[config.mk]
export PLATFORM = sky130hd
export DESIGN_NAME = mux4_rr_arbiter
export DESIGN_NICKNAME = d
export VERILOG_FILES = /design/src/rtl/mux4_rr_arbiter.sv
export SDC_FILE = /design/constraint.sdc
export NUM_CORES = 1
export LEC_CHECK = 0
export BUFFER_PORTS_ARGS = -buffer_cell sky130_fd_sc_hd__buf_2
export CAP_MARGIN = 5
export CORE_MARGIN = 1
export CORE_UTILIZATION = 35
export DETAILED_ROUTE_END_ITERATION = 6
export GPL_TIMING_DRIVEN = 0
export SETUP_SLACK_MARGIN = 0.1
export SLEW_MARGIN = 5
export SYNTH_ARGS = -nofsm -noshare
export SYNTH_HDL_FRONTEND = slang
export SYNTH_SLANG_ARGS = --single-unit
[constraint.sdc]
create_clock -name clk -period 3.95 [get_ports clk]
set_input_delay 0.1975 -clock clk [delete_from_list [all_inputs] [get_ports clk]]
set_output_delay 0.1975 -clock clk [all_outputs]
set_load 0.005 [all_outputs]
[src/rtl/mux4_rr_arbiter.sv]
// -----------------------------------------------------------------------------
// mux4_rr_arbiter
//
// Round-robin arbiter and sequencer for a 4:1 single-bit multiplexer datapath.
// Four requesters share one output channel. One requester at a time is
// granted, the mux select pair {s0,s1} follows the granted index, and the
// selected data bit is registered onto y while the channel is owned.
//
// Optional feature (compile-time macro MUX4_ARB_TIMEOUT_EN):
//   When defined, a tenure is limited to HOLD_MAX consecutive GRANT cycles.
//   The owner is then forced off the channel and 'expired' pulses for one
//   cycle. When undefined, tenure is unbounded and the 'expired' port and
//   the hold counter do not exist.
//
// Parameters:
//   HOLD_MAX  maximum GRANT cycles per tenure with timeout enabled (2..255)
//
// Ports:
//   clk      in   1  rising-edge clock
//   rst      in   1  synchronous active-high reset
//   req      in   4  level request per requester
//   i        in   4  data bit per requester (i[k] belongs to requester k)
//   gnt      out  4  one-hot grant, all-zero when idle
//   s0       out  1  mux select MSB of the granted index
//   s1       out  1  mux select LSB of the granted index
//   busy     out  1  high while a requester owns the channel
//   y        out  1  registered i[idx] while busy, 0 otherwise
//   expired  out  1  one-cycle pulse on forced release (timeout build only)
// -----------------------------------------------------------------------------
module mux4_rr_arbiter #(
    parameter int HOLD_MAX = 8
) (
    input  logic       clk,
    input  logic       rst,
    input  logic [3:0] req,
    input  logic [3:0] i,
    output logic [3:0] gnt,
    output logic       s0,
    output logic       s1,
    output logic       busy,
    output logic       y
`ifdef MUX4_ARB_TIMEOUT_EN
    ,
    output logic       expired
`endif
);

    typedef enum logic {
        IDLE  = 1'b0,
        GRANT = 1'b1
    } state_t;

    state_t     state;
    logic [1:0] idx;     // current (or most recent) owner
    logic [1:0] last;    // most recently served requester, lowest priority next

`ifdef MUX4_ARB_TIMEOUT_EN
    // Counter value seen on the last permitted GRANT cycle of a tenure.
    localparam logic [7:0] HOLD_LAST = 8'(HOLD_MAX - 1);

    logic [7:0] cnt;

    // Hold counter increment, sticking at the top of its range.
    function automatic logic [7:0] sat_inc(input logic [7:0] c);
        sat_inc = (c == 8'hFF) ? c : c + 8'd1;
    endfunction
`endif

    // First set request searching ptr+1, ptr+2, ptr+3, ptr (mod 4).
    // Scanning from the farthest candidate back to the nearest lets the
    // nearest set bit win without a priority chain of early exits.
    function automatic logic [1:0] rr_pick(input logic [1:0] ptr,
                                           input logic [3:0] r);
        logic [1:0] cand;
        rr_pick = ptr;
        for (int k = 4; k >= 1; k--) begin
            cand = ptr + 2'(k);
            if (r[cand]) begin
                rr_pick = cand;
            end
        end
    endfunction

    function automatic logic [3:0] onehot4(input logic [1:0] n);
        onehot4 = 4'b0001 << n;
    endfunction

    logic [1:0] pick;
    logic       owner_req;
    logic       owner_bit;

    assign pick      = rr_pick(last, req);
    assign owner_req = req[idx];
    assign owner_bit = i[idx];

    always_ff @(posedge clk) begin
        if (rst) begin
            state   <= IDLE;
            gnt     <= 4'b0000;
            s0      <= 1'b0;
            s1      <= 1'b0;
            busy    <= 1'b0;
            y       <= 1'b0;
            idx     <= 2'd0;
            last    <= 2'd3;
`ifdef MUX4_ARB_TIMEOUT_EN
            cnt     <= 8'd0;
            expired <= 1'b0;
`endif
        end else begin
            case (state)
                IDLE: begin
                    y <= 1'b0;
`ifdef MUX4_ARB_TIMEOUT_EN
                    expired <= 1'b0;
`endif
                    if (|req) begin
                        state      <= GRANT;
                        idx        <= pick;
                        last       <= pick;
                        gnt        <= onehot4(pick);
                        {s0, s1}   <= pick;
                        busy       <= 1'b1;
`ifdef MUX4_ARB_TIMEOUT_EN
                        cnt        <= 8'd0;
`endif
                    end
                end

                GRANT: begin
                    // A voluntary release takes precedence over the timeout,
                    // so an owner dropping on its final cycle sees no pulse.
                    // s0/s1 keep the last index across the release.
                    if (!owner_req) begin
                        state <= IDLE;
                        gnt   <= 4'b0000;
                        busy  <= 1'b0;
                        y     <= 1'b0;
`ifdef MUX4_ARB_TIMEOUT_EN
                    end else if (cnt == HOLD_LAST) begin
                        state   <= IDLE;
                        gnt     <= 4'b0000;
                        busy    <= 1'b0;
                        y       <= 1'b0;
                        expired <= 1'b1;
`endif
                    end else begin
                        y <= owner_bit;
`ifdef MUX4_ARB_TIMEOUT_EN
                        cnt <= sat_inc(cnt);
`endif
                    end
                end
            endcase
        end
    end

`ifndef SYNTHESIS
    a_gnt_onehot0: assert property (@(posedge clk) disable iff (rst)
        $onehot0(gnt));
    a_busy_gnt: assert property (@(posedge clk) disable iff (rst)
        busy == (gnt != 4'b0000));
    a_y_idle: assert property (@(posedge clk) disable iff (rst)
        !busy |-> !y);
    a_sel_idx: assert property (@(posedge clk) disable iff (rst)
        busy |-> (gnt == onehot4({s0, s1})));
    a_hold_range: assert property (@(posedge clk)
        (HOLD_MAX >= 2) && (HOLD_MAX <= 255));
`endif

endmodule

After elaboration in Yosys (flattened, before gate mapping)
Cells that the tools add are included.

word-level totals
  word-level logic and storage cells = 46
  flip-flop bits (word level) = 13
  output and inout port bits = 8

operators by class
  shift-type cells = 1
  add/subtract/negate cells = 3
  reductions and logical operators = 3
  bitwise logic cells = 1
  muxes and demuxes = 24
  eq/ne operators = 2
  $lt $le $gt $ge = 4

operators by type and width
  operator               count
  $lt A2 B3 Y1 const B   4
  $bmux W1 S2            5
  $mux W1                10
  $mux W4                2
  $pmux W4 S2            1
  $mux W2                3
  $pmux W1 S2            3
  $add A2 B2 Y2 const B  2
  $ne A2 B2 Y1 const B   2
  $reduce_and A2 Y1      2
  $reduce_or A4 Y1       1
  $shl A1 B2 Y4 const A  1
  $add A2 B1 Y2 const B  1
  $not A1 Y1             1

Logic depth before layout (Yosys ltp)
  depth in word-level cells = 9
  mapped depth = 5
  depth with buffers taken out = 4

Least setup slack after synthesis
Ideal clock, no wire load.

  kind = reg-to-reg
  from = reg, netlist name s0
  to = reg gnt[0]
  data arrival time = 1335 ps
  setup time = 117 ps
  setup slack = 2498 ps
  period minus slack after synthesis = 1452 ps
  cell stages (with the launch flop) = 5
  buffers on the path = 0
  cell sequence = dfxtp_1 mux4_2 nor2b_2 nor3_2 a22o_1

RTL lines
  element                 RTL line  text
  end signal: assignment  121       gnt <= onehot4(pick);
  end: declaration        37        output logic [3:0] gnt,

==> metrics.md <==
| Metric | Value |
|---|---|
| Final setup margin | between 2000 and 2500 ps |
| Synth Area in Simple Gates | 28.3% |
| RSZ-0062 raised after global routing | false |
| WP data arrival | 1690 ps |
| Hold-fix buffers at CTS | 0 |
| Die area | around 1700 sq um |
| Synth top area share | 41.1% |
| Tmin final | between 1500 and 2000 ps |
| CP max FO | 4 |
| Fillers | about 150 |
| Drt drc | 0 |
| Clock buffer count from CTS | 3 |
| Final cell count without fillers | ~90 |
| HPWL after DPL | about 840 microns |
| Die H | 41.1 microns |
| Power Dens Cells | around 420 nW/um^2 |
| Antenna-violating nets left | 0 |
| Synth Cell Area | 536 sq um |
| I/O Buffers | 16 |
| Final wirelength | about 1100 microns |
| Slew HR | between 60% and 70% |
| Routability cong. | approximately 0.7 |
| Skew final | about 0.54 ps |
| CP max-delay cell | mux4_2 |
| Setup TNS | 0 ps |
| WP buf/inv | 0 |
| Commonest non-fill, non-tap cell in the layout | buf_2 |
| First-pass DRT Iterations | 3 |
| Fin crit share | 38.6% |
| Initial drt markers | 8 |
| Crit path required time | 4120 ps |
| # IOs | 18 |
| Combinational share of power | 24.5% |
| Avg Vias per Cell | 5.24 |
| Layout cells sized above 1 | a little over a third |
| Total power | about 280 uW |
| Postcts setup bufs | 0 |
| Final Hold Viols | 0 |
| Multiplexer share of the synthesized area | between 10% and 20% |
| Largest net degree at the start of global routing | 11 |
| Post-CTS resize count | 0 |
| Sw frac | a little under a third |
| Worst path max stage delay | approximately 540 ps |
| Die X | ~41 microns |
| Register area share after synthesis | between 40% and 50% |
| Synth Area in XOR/XNOR | 0% |
| Vias in the first global route | about 380 |
| Run status | finished clean |
| Final Max Tran Viols | 0 |
| Synthesized area per cell | 9.56 sq um |
| Max Clock Freq | ~660 MHz |
| P_int | around 190 uW |
| DR WL/cell | approximately 12 microns |
| Final setup vio count | 0 |
| Total GRT Usage | approximately 16% |
| Commonest non-fill, non-tap cells in the layout | 18 x buf_2, 11 x dfxtp_1, 7 x nor2_1 |
| Post-synthesis compound-gate area fraction | between 10% and 20% |
| Yosys warns | 0 |
| Placed insts | 87 |
| Initial Utilization | 39.2% |
| CP top delay family | multiplexers |
| Clk sinks | 11 |
| Adder-cell share of the synthesized area | 0% |
| Worst slew pin tran | about 470 ps |
| Max IR drop VDD | ~0.19 mV |
| Core area | about 1400 sq um |
| First-pass GRT wire length | roughly 1600 microns |
| Critical path class | reg -> reg |
| Clock buffer depth | 2 |
| H-tree depth | 1 |
| Synthesis-stage register bit count | 11 |
| Worst Setup Start Kind | flop |
| Nets | between 80 and 90 |
| Skew-Pair Late Insertion Delay | between 200 and 300 ps |
| HP Class | in -> reg |
| Number of diodes | 0 |
| Hold WS | 211 ps |
| CTS root buffer | clkbuf_4 |
| Worst R2R Start | s0$_SDFFE_PP0P_ |
| CTS tree | built |
| CP endpoint kind | flop |
| P_leak | roughly 0.0003 uW |
| Flop pwr share | a little under half |
| Crit path launch | s0$_SDFFE_PP0P_ |
| Mapped Cells | 56 |
| HP Start | rst |
| Synth cell types | 25 |
| Worst slack, placed | between 2000 and 2500 ps |
| Synth area leader | dfxtp_1 |
| Post-Syn Nets | 66 |
| Largest family of logic cells by synthesized area | simple AND/OR/NAND/NOR gates |
| Initial antenna violation count | 0 |
| Top post-synthesis cells by area | dfxtp_1 41%, mux4_1 4.9%, nor2_1 4.9%, mux4_2 4.2%, nor4_4 4.0% |
| Clock-pin transition on the worst setup and hold timing paths | 70 ps |
| Layout Area Growth over Synthesis | 23.6% |
| Max_cap viols | 0 |
| P_sw | 85.9 uW |
| Ordered list of cells on the worst path | mux4_2, nor2b_2, nor3_2, a22o_1 |
| Clock network fraction of total power | about 28% |
| Vias | roughly 480 |
| Cell row count | 13 |
| Grt ovf | 0 |
worst register-to-register path, cell delays in order, from the launching register on:
cell     delay [ps]
dfxtp_1         390
mux4_2          540
nor2b_2         170
nor3_2           80
a22o_1          240
logic make-up (layout without fill, tap and decap cells):
kind of cell | count (synthesis) | after routing
muxes | 3 | 3
and+or+nand+nor | 26 | 26
buffers and inverters | 3 | 23
DFF | 11 | 11
AOI/OAI and AO/OA | 13 | 13
Yosys cell counts (all sizes together):
cell type and count:
mux2i 1, mux4 2, nand3 1, o2bb2ai 2, o21ai 1, a22o 1, nor2b 1, a21o 2
nor3b 2, inv 1, nor3 5, nand2b 2, nor4 1, a31oi 1, nand3b 1, or3 1
nor2 7, buf 2, nand2 5, a32o 1, dfxtp 11, a21oi 5
power groups by stage:
stage | Combinational, uW | Sequential (uW) | Clock [uW]
floorplan | 46.7 | 134 | 0
global placement | 68.9 | 134 | 0
detailed placement | 69.4 | 135 | 0
CTS | 69.6 | 132 | 82.4
global route | 76.7 | 134 | 87.1
finish | 68.7 | 132 | 79.7
flip-flops by register name (all words and copies together), names as in the netlist:
name,flops
state,1
y,1
last,2
idx,1
s0,1
busy,1
gnt,4
area by class of cell:
| class | instances | area, sq um | area share (%) |
|---|---|---|---|
| sequential | 11 | 220 | 33.3 |
| multi-input combinational | 42 | 302 | 45.6 |
| clock inverter | 1 | 5.00 | 0.756 |
| timing repair buffer | 16 | 80.1 | 12.1 |
| clock buffer | 3 | 22.5 | 3.40 |
| inverter | 1 | 3.75 | 0.567 |
| buffer | 2 | 10.0 | 1.51 |
| tap | 15 | 18.8 | 2.84 |
final timing paths:
check | end | slack [ps] | cells past startpoint
worst max-delay path | gnt[0]$_SDFFE_PP0P_ | 2430 | 4
worst min register to register | gnt[1]$_SDFFE_PP0P_ | 460 | 1
worst min-delay path | s0$_SDFFE_PP0P_ | 210 | 2
worst max register to register | gnt[0]$_SDFFE_PP0P_ | 2430 | 4
routing by layer:
layer	GRT usage, %	up-vias	wire length (microns)
met5	0	-	0
met4	14.5	0	42
met3	6.52	5	60
met2	23.0	12	471
met1	18.8	214	539
li1	-	246	-
per-stage QoR:
step	instance area [sq um]	utilization [%]
CTS	662	48.4
global route	662	48.4
floorplan	536	-
global placement	634	46.4
detailed placement	634	46.4
finish	662	48.4
Power figures use the tool's default switching activity.
